[src/rtl/operand_read_stage_if.sv]
// Decode/writeback/execute-facing signals of the register-read stage.
// The master drives decoded instructions, writeback and control; the slave is the stage.
interface operand_read_stage_if;
  logic        in_valid;
  logic        in_ready;
  logic [31:0] in_pc;
  logic [4:0]  in_rs1;
  logic [4:0]  in_rs2;
  logic        in_uses_rs1;
  logic        in_uses_rs2;
  logic [4:0]  in_rd;
  logic        in_rd_wen;

  logic        wb_wen;
  logic [4:0]  wb_addr;
  logic [31:0] wb_data;

  logic        flush;

  logic        out_valid;
  logic        out_ready;
  logic [31:0] out_pc;
  logic [31:0] out_rs1_data;
  logic [31:0] out_rs2_data;
  logic [4:0]  out_rd;
  logic        out_rd_wen;

  modport master (
    output in_valid, in_pc, in_rs1, in_rs2, in_uses_rs1, in_uses_rs2, in_rd, in_rd_wen,
    output wb_wen, wb_addr, wb_data, flush, out_ready,
    input  in_ready, out_valid, out_pc, out_rs1_data, out_rs2_data, out_rd, out_rd_wen
  );

  modport slave (
    input  in_valid, in_pc, in_rs1, in_rs2, in_uses_rs1, in_uses_rs2, in_rd, in_rd_wen,
    input  wb_wen, wb_addr, wb_data, flush, out_ready,
    output in_ready, out_valid, out_pc, out_rs1_data, out_rs2_data, out_rd, out_rd_wen
  );
endinterface

[src/rtl/operand_read_stage.sv]
// RV32I register-read stage: 32x32 register file, busy scoreboard with RAW/WAW stalls,
// writeback bypass, and a registered valid/ready output slot toward execute.
module operand_read_stage #(
  parameter logic [31:0] SP_INIT = 32'd1000
) (
  input  logic                 clk,
  input  logic                 rst_n,
  operand_read_stage_if.slave  bus
);

  logic [31:0] r_rf [32];
  logic [31:1] r_busy;

  logic        r_out_valid;
  logic [31:0] r_out_pc;
  logic [31:0] r_out_rs1_data;
  logic [31:0] r_out_rs2_data;
  logic [4:0]  r_out_rd;
  logic        r_out_rd_wen;

  logic        w_wb_we;
  logic [31:0] w_busy;
  logic        w_byp_rs1;
  logic        w_byp_rs2;
  logic        w_raw;
  logic        w_rd_live;
  logic        w_waw;
  logic        w_ready;
  logic        w_accept;
  logic        w_kill;
  logic [31:0] w_rs1_data;
  logic [31:0] w_rs2_data;
  logic [31:1] w_busy_next;

  assign w_wb_we = bus.wb_wen && (bus.wb_addr != 5'd0);
  assign w_busy  = {r_busy, 1'b0};

  // A writeback landing this cycle satisfies a pending read directly.
  assign w_byp_rs1 = w_wb_we && (bus.wb_addr == bus.in_rs1);
  assign w_byp_rs2 = w_wb_we && (bus.wb_addr == bus.in_rs2);

  assign w_raw = (bus.in_uses_rs1 && w_busy[bus.in_rs1] && !w_byp_rs1)
              || (bus.in_uses_rs2 && w_busy[bus.in_rs2] && !w_byp_rs2);

  assign w_rd_live = bus.in_rd_wen && (bus.in_rd != 5'd0);
  assign w_waw     = w_rd_live && w_busy[bus.in_rd]
                  && !(w_wb_we && (bus.wb_addr == bus.in_rd));

  assign w_ready  = !w_raw && !w_waw && !bus.flush && (!r_out_valid || bus.out_ready);
  assign w_accept = bus.in_valid && w_ready;

  assign w_kill = bus.flush && r_out_valid && r_out_rd_wen && (r_out_rd != 5'd0);

  assign w_rs1_data = w_byp_rs1 ? bus.wb_data
                    : ((bus.in_rs1 == 5'd0) ? 32'd0 : r_rf[bus.in_rs1]);
  assign w_rs2_data = w_byp_rs2 ? bus.wb_data
                    : ((bus.in_rs2 == 5'd0) ? 32'd0 : r_rf[bus.in_rs2]);

  // Per-bit scoreboard update; a set from a new accept overrides any clear.
  genvar gi;
  generate
    for (gi = 1; gi < 32; gi++) begin : g_busy
      assign w_busy_next[gi] =
          (w_accept && w_rd_live && (bus.in_rd == 5'(gi)))
       || (r_busy[gi]
           && !(w_wb_we && (bus.wb_addr == 5'(gi)))
           && !(w_kill && (r_out_rd == 5'(gi))));
    end
  endgenerate

  always_ff @(posedge clk or negedge rst_n) begin
    if (!rst_n) begin
      for (int i = 0; i < 32; i++) begin
        r_rf[i] <= (i == 2) ? SP_INIT : 32'd0;
      end
    end else if (w_wb_we) begin
      r_rf[bus.wb_addr] <= bus.wb_data;
    end
  end

  always_ff @(posedge clk or negedge rst_n) begin
    if (!rst_n) begin
      r_busy <= '0;
    end else begin
      r_busy <= w_busy_next;
    end
  end

  always_ff @(posedge clk or negedge rst_n) begin
    if (!rst_n) begin
      r_out_valid    <= 1'b0;
      r_out_pc       <= 32'd0;
      r_out_rs1_data <= 32'd0;
      r_out_rs2_data <= 32'd0;
      r_out_rd       <= 5'd0;
      r_out_rd_wen   <= 1'b0;
    end else if (w_accept) begin
      r_out_valid    <= 1'b1;
      r_out_pc       <= bus.in_pc;
      r_out_rs1_data <= w_rs1_data;
      r_out_rs2_data <= w_rs2_data;
      r_out_rd       <= bus.in_rd;
      r_out_rd_wen   <= bus.in_rd_wen;
    end else if (bus.flush || bus.out_ready) begin
      r_out_valid    <= 1'b0;
    end
  end

  assign bus.in_ready     = w_ready;
  assign bus.out_valid    = r_out_valid;
  assign bus.out_pc       = r_out_pc;
  assign bus.out_rs1_data = r_out_rs1_data;
  assign bus.out_rs2_data = r_out_rs2_data;
  assign bus.out_rd       = r_out_rd;
  assign bus.out_rd_wen   = r_out_rd_wen;

endmodule

[src/flat_wrapper.sv]
// flat-port wrapper written by rule: the top's interface ports become plain ports
module operand_read_stage_flat 
#(
  parameter logic [31:0] SP_INIT = 32'd1000
)
  (clk, rst_n, bus_in_valid, bus_in_pc, bus_in_rs1, bus_in_rs2, bus_in_uses_rs1, bus_in_uses_rs2, bus_in_rd, bus_in_rd_wen, bus_wb_wen, bus_wb_addr, bus_wb_data, bus_flush, bus_out_ready, bus_in_ready, bus_out_valid, bus_out_pc, bus_out_rs1_data, bus_out_rs2_data, bus_out_rd, bus_out_rd_wen);
  operand_read_stage_if bus_i ();
  input  logic clk;
  input  logic rst_n;
  input wire logic [$bits(bus_i.in_valid)-1:0] bus_in_valid;
  input wire logic [$bits(bus_i.in_pc)-1:0] bus_in_pc;
  input wire logic [$bits(bus_i.in_rs1)-1:0] bus_in_rs1;
  input wire logic [$bits(bus_i.in_rs2)-1:0] bus_in_rs2;
  input wire logic [$bits(bus_i.in_uses_rs1)-1:0] bus_in_uses_rs1;
  input wire logic [$bits(bus_i.in_uses_rs2)-1:0] bus_in_uses_rs2;
  input wire logic [$bits(bus_i.in_rd)-1:0] bus_in_rd;
  input wire logic [$bits(bus_i.in_rd_wen)-1:0] bus_in_rd_wen;
  input wire logic [$bits(bus_i.wb_wen)-1:0] bus_wb_wen;
  input wire logic [$bits(bus_i.wb_addr)-1:0] bus_wb_addr;
  input wire logic [$bits(bus_i.wb_data)-1:0] bus_wb_data;
  input wire logic [$bits(bus_i.flush)-1:0] bus_flush;
  input wire logic [$bits(bus_i.out_ready)-1:0] bus_out_ready;
  output wire logic [$bits(bus_i.in_ready)-1:0] bus_in_ready;
  output wire logic [$bits(bus_i.out_valid)-1:0] bus_out_valid;
  output wire logic [$bits(bus_i.out_pc)-1:0] bus_out_pc;
  output wire logic [$bits(bus_i.out_rs1_data)-1:0] bus_out_rs1_data;
  output wire logic [$bits(bus_i.out_rs2_data)-1:0] bus_out_rs2_data;
  output wire logic [$bits(bus_i.out_rd)-1:0] bus_out_rd;
  output wire logic [$bits(bus_i.out_rd_wen)-1:0] bus_out_rd_wen;
  assign bus_i.in_valid = bus_in_valid;
  assign bus_i.in_pc = bus_in_pc;
  assign bus_i.in_rs1 = bus_in_rs1;
  assign bus_i.in_rs2 = bus_in_rs2;
  assign bus_i.in_uses_rs1 = bus_in_uses_rs1;
  assign bus_i.in_uses_rs2 = bus_in_uses_rs2;
  assign bus_i.in_rd = bus_in_rd;
  assign bus_i.in_rd_wen = bus_in_rd_wen;
  assign bus_i.wb_wen = bus_wb_wen;
  assign bus_i.wb_addr = bus_wb_addr;
  assign bus_i.wb_data = bus_wb_data;
  assign bus_i.flush = bus_flush;
  assign bus_i.out_ready = bus_out_ready;
  assign bus_in_ready = bus_i.in_ready;
  assign bus_out_valid = bus_i.out_valid;
  assign bus_out_pc = bus_i.out_pc;
  assign bus_out_rs1_data = bus_i.out_rs1_data;
  assign bus_out_rs2_data = bus_i.out_rs2_data;
  assign bus_out_rd = bus_i.out_rd;
  assign bus_out_rd_wen = bus_i.out_rd_wen;
  operand_read_stage #(.SP_INIT(SP_INIT)) u_core (.clk(clk), .rst_n(rst_n), .bus(bus_i));
endmodule
[config.mk]
export PLATFORM = sky130hd
export DESIGN_NAME = operand_read_stage_flat
export DESIGN_NICKNAME = d
export VERILOG_FILES = /design/src/rtl/operand_read_stage_if.sv /design/src/rtl/operand_read_stage.sv /design/src/flat_wrapper.sv
export SDC_FILE = /design/constraint.sdc
export NUM_CORES = 2
export LEC_CHECK = 0
export CORE_UTILIZATION = 56
export CTS_CLUSTER_DIAMETER = 40
export CTS_CLUSTER_SIZE = 25
export DETAILED_ROUTE_END_ITERATION = 12
export PLACE_DENSITY = 0.77
export SLEW_MARGIN = 5
export SYNTH_ARGS = -nofsm -noshare
export SYNTH_HDL_FRONTEND = slang
export SYNTH_SLANG_ARGS = --single-unit
export TNS_END_PERCENT = 30
[constraint.sdc]
create_clock -name clk -period 2.7 [get_ports clk]
set_clock_uncertainty 0.15 [all_clocks]
set_input_delay 0.27 -clock clk [delete_from_list [all_inputs] [get_ports clk]]
set_output_delay 0.27 -clock clk [all_outputs]
set_load 0.05 [all_outputs]
==> impl_results.md <==
- Run status: finished, violations left
- Failing checks: negative setup slack
- Avg Cell Area, Syn: 15.9 um2
- Remaining global-route overflow: 0
- Drt drc: 0
- TritonCTS Buffers: 153
- Hold Path Class: in2async
- I/O pins: 197
- Least-Margin Pin Slew: 891 ps
- 1st-pass router iterations: 8
- Comb pwr share: 0.239
- CTS H-tree lvls: 4
- Initial Util: 0.566
- Number of flops mapped to enable cells by yosys: 0
- Layout cells sized above 1: 0.588
- Clock Power Share: 0.358
- Core Util, Final: 0.690
- DRT antenna net count: 0
- Worst skew pair latency: 780 ps
- Die width: 332 um
- Post-DR vias/cell: approximately 6.9
- Worst slack at placement: -722 ps
- Post-Synthesis Cells: 3,821
- Critical path required time: 2280 ps
- FF-to-FF Start: u_core.r_busy[20]$_DFF_PN0_
- Cell variety after synth: 48
- Root Buffer Master: clkbuf_16
- CTS Sinks: 1,158
- Diodes inserted: 0
- Pleak: 31.9 nW
- Core ar.: between 0.1 and 0.15 mm2
- Post-Syn Area: 0.0608 mm2
- Vias after detailed routing: 39,600
- Minimum clock period: roughly 3500 ps
- Switching share of power: 0.299
- Net Sw Power: 17.5 mW
- Reg2reg end: u_core.bus.out_rd[2]$_DFFE_PN0P_
- Max Clock Freq: 0.286 GHz
- RSZ-0062 raised after global routing: true
- Starting DRT DRC Count: 3,991
- Worst-path maximum fanout: 3
- Arrival @ worst endpoint: 3080 ps
- Largest net degree at the start of global routing: about 100
- Sequential area share after synthesis: 0.477
- Startpoint Class: flip-flop
- Pwr dens: around 800 mW/mm2
- Flop-to-flop setup slack: -310 ps
- Number of max-cap violations: 0
- Slew Limit Fails: 0
- Worst Setup End Kind: output pin
- Worst setup path startpoint: u_core.r_busy[25]$_DFF_PN0_
- Global-route wire length before repair: 273,000 um
- Slew HR: 0.404
- GRT Overall Usage: 0.333
- Initial antenna violation count: 1
- # setup viols final: 135
- Hold slack: 27.8 ps
- Register bit total from synthesis: roughly 1,200
- Post-route cell area: about 0.074 mm2
- CP Class: reg2out
- Area after DPL: 0.0676 mm2
- Period utilisation layout: 1.30
- Asr flop ratio synth: 1.00
- Post-DP HPWL: 110,000 um
- Die height: 332 um
- Peak VDD IR: slightly above 0.0007 V
- Internal power: around 40 mW
- Post-Syn Nets: 3,914
- Port bufs: approximately 200
- Nets: 4,272
- Post-Route WL: 179,000 um
- Die area: 0.110 mm2
- WL/cell: 31.4 um
- Syn. warnings: 0
- FF-to-FF path depth: 10
- Longest Clk Path Bufs: 3
- Layout Area Growth over Synthesis: 21.8%
- Num rows: 120
- Final Hold Vio Count: 0
- Worst-path clk slew: 60 ps
- Vias in the first global route: around 42,000
- Synth Flop Type: dfrtp_1
- CTS tree: done
- Flop pwr share: 0.403
- Fin worst setup slack: -802 ps
- GP Congestion: 0.925
## placed cells by master (no fill, tap or decap), types with 9 or more instances in the layout
| cell type | count |
|---|---|
| o31ai_4 | 12 |
| mux2_4 | 34 |
| o311ai_0 | 9 |
| mux2_2 | 1076 |
| o221ai_1 | 16 |
| inv_6 | 32 |
| clkbuf_8 | 10 |
| nand3_1 | 111 |
| buf_4 | 255 |
| o21ai_0 | 33 |
| nand2b_1 | 9 |
| nand2_1 | 82 |
| clkdlybuf4s50_1 | 180 |
| o211ai_1 | 10 |
| dfrtp_1 | 1152 |
| clkinv_2 | 15 |
| buf_12 | 140 |
| mux2i_1 | 42 |
| nor2_1 | 9 |
| clkinvlp_4 | 22 |
| clkbuf_16 | 157 |
| mux4_2 | 653 |
| clkbuf_1 | 14 |
| nor2_4 | 19 |
| nand2_4 | 11 |
| xnor2_1 | 12 |
| dlygate4sd3_1 | 35 |
| o31ai_2 | 15 |
| bufinv_16 | 11 |
## critical path, cell delays in order (launching register included)
cell	delay, ps
dfrtp_1	400
buf_4	160
mux4_2	450
mux2_2	280
nand2_1	80
a311o_1	200
buf_4	140
o21ai_4	80
nor4bb_4	340
buf_12	180
## worst max path at each step
stage,to,cells past startpoint
global route,bus_in_ready,8
finish,bus_in_ready,9
CTS,bus_in_ready,8
floorplan,bus_in_ready,7
global placement,u_core.bus.out_rs1_data[24]$_DFFE_PN0P_,8
detailed placement,u_core.bus.out_rs1_data[23]$_DFFE_PN0P_,8
## cells by family (layout without fill, tap and decap cells)
family                 Yosys count  count (layout)  synth area share
AO/OA/AOI/OAI                  121             121            0.0146
XOR/XNOR                        15              15           0.00216
buffers and inverters          438             928            0.0284
flip-flops                    1158            1158             0.477
multiplexers                  1806            1806             0.456
AND/OR/NAND/NOR                283             283            0.0220
## power groups by stage
| stage | sequential [mW] | combinational (mW) | clock [mW] |
|---|---|---|---|
| finish | 23.6 | 14.0 | 21.0 |
| global route | 24.0 | 14.7 | 21.9 |
| CTS | 23.5 | 14.0 | 21.1 |
| detailed placement | 23.7 | 13.7 | 0 |
| global placement | 23.4 | 13.4 | 0 |
| floorplan | 24.6 | 8.11 | 0 |
## routing by layer
layer / vias to the layer above / global-route usage / wire length, um
met5: - / 0 / 17
met4: 2 / 0.132 / 7080
met3: 467 / 0.0729 / 15400
met2: 2086 / 0.519 / 85800
met1: 21400 / 0.460 / 70900
li1: 15700 / - / -
## repair_timing
item,4_1_cts,5_1_grt
resized for setup,57,21
setup endpoints to repair,134,137
setup buffers,18,6
hold endpoints to repair,1180,0
cloned,6,1
pin swaps,14,17
hold buffers,35,0
## flip-flops by register name, summed over array words and instances (netlist names)
| name | count |
|---|---|
| u_core.bus.out_pc | 32 |
| u_core.bus.out_rd | 5 |
| u_core.bus.out_rd_wen | 1 |
| u_core.bus.out_rs1_data | 32 |
| u_core.bus.out_rs2_data | 32 |
| u_core.bus.out_valid | 1 |
| u_core.r_busy | 31 |
| u_core.r_rf | 1024 |
## cells in the mapped netlist (all sizes together), types with 5 or more instances
| library cell | instances | area (um2) |
|---|---|---|
| buf | 133 | 584 |
| clkbuf | 302 | 1130 |
| dfrtp | 1152 | 28800 |
| dfstp | 6 | 158 |
| mux2 | 1111 | 12600 |
| mux2i | 42 | 420 |
| mux4 | 653 | 14700 |
| nand2 | 97 | 364 |
| nand2b | 9 | 56.3 |
| nand3 | 111 | 556 |
| nand3b | 8 | 60.1 |
| nor2 | 28 | 105 |
| nor3 | 5 | 25.0 |
| o211ai | 11 | 96.3 |
| o21ai | 36 | 180 |
| o221ai | 17 | 149 |
| o311ai | 10 | 87.6 |
| o31ai | 32 | 240 |
| or3 | 5 | 31.3 |
| xnor2 | 12 | 105 |
## layout make-up
| cell class | count | area, um2 |
|---|---|---|
| Timing Repair Buffer | 638 | 7330 |
| Fill cell | 6834 | 33300 |
| Clock inverter | 107 | 1230 |
| Sequential cell | 1158 | 29000 |
| Multi-Input combinational cell | 2225 | 30600 |
| Tap cell | 1403 | 1760 |
| Clock buffer | 180 | 4090 |
| Inverter | 3 | 11.3 |
## metrics by stage
step           std cells  power, mW  TNS [ps]
2_1_floorplan       3821       32.7     -7.95
3_3_place_gp        5365       36.8    -98060
3_5_place_dp        5365       37.4   -110210
4_1_cts             5711       58.6    -36530
5_1_grt             5714       60.6    -36860
6_report            5714       58.6    -31510
(Power assumes the default switching activity.)
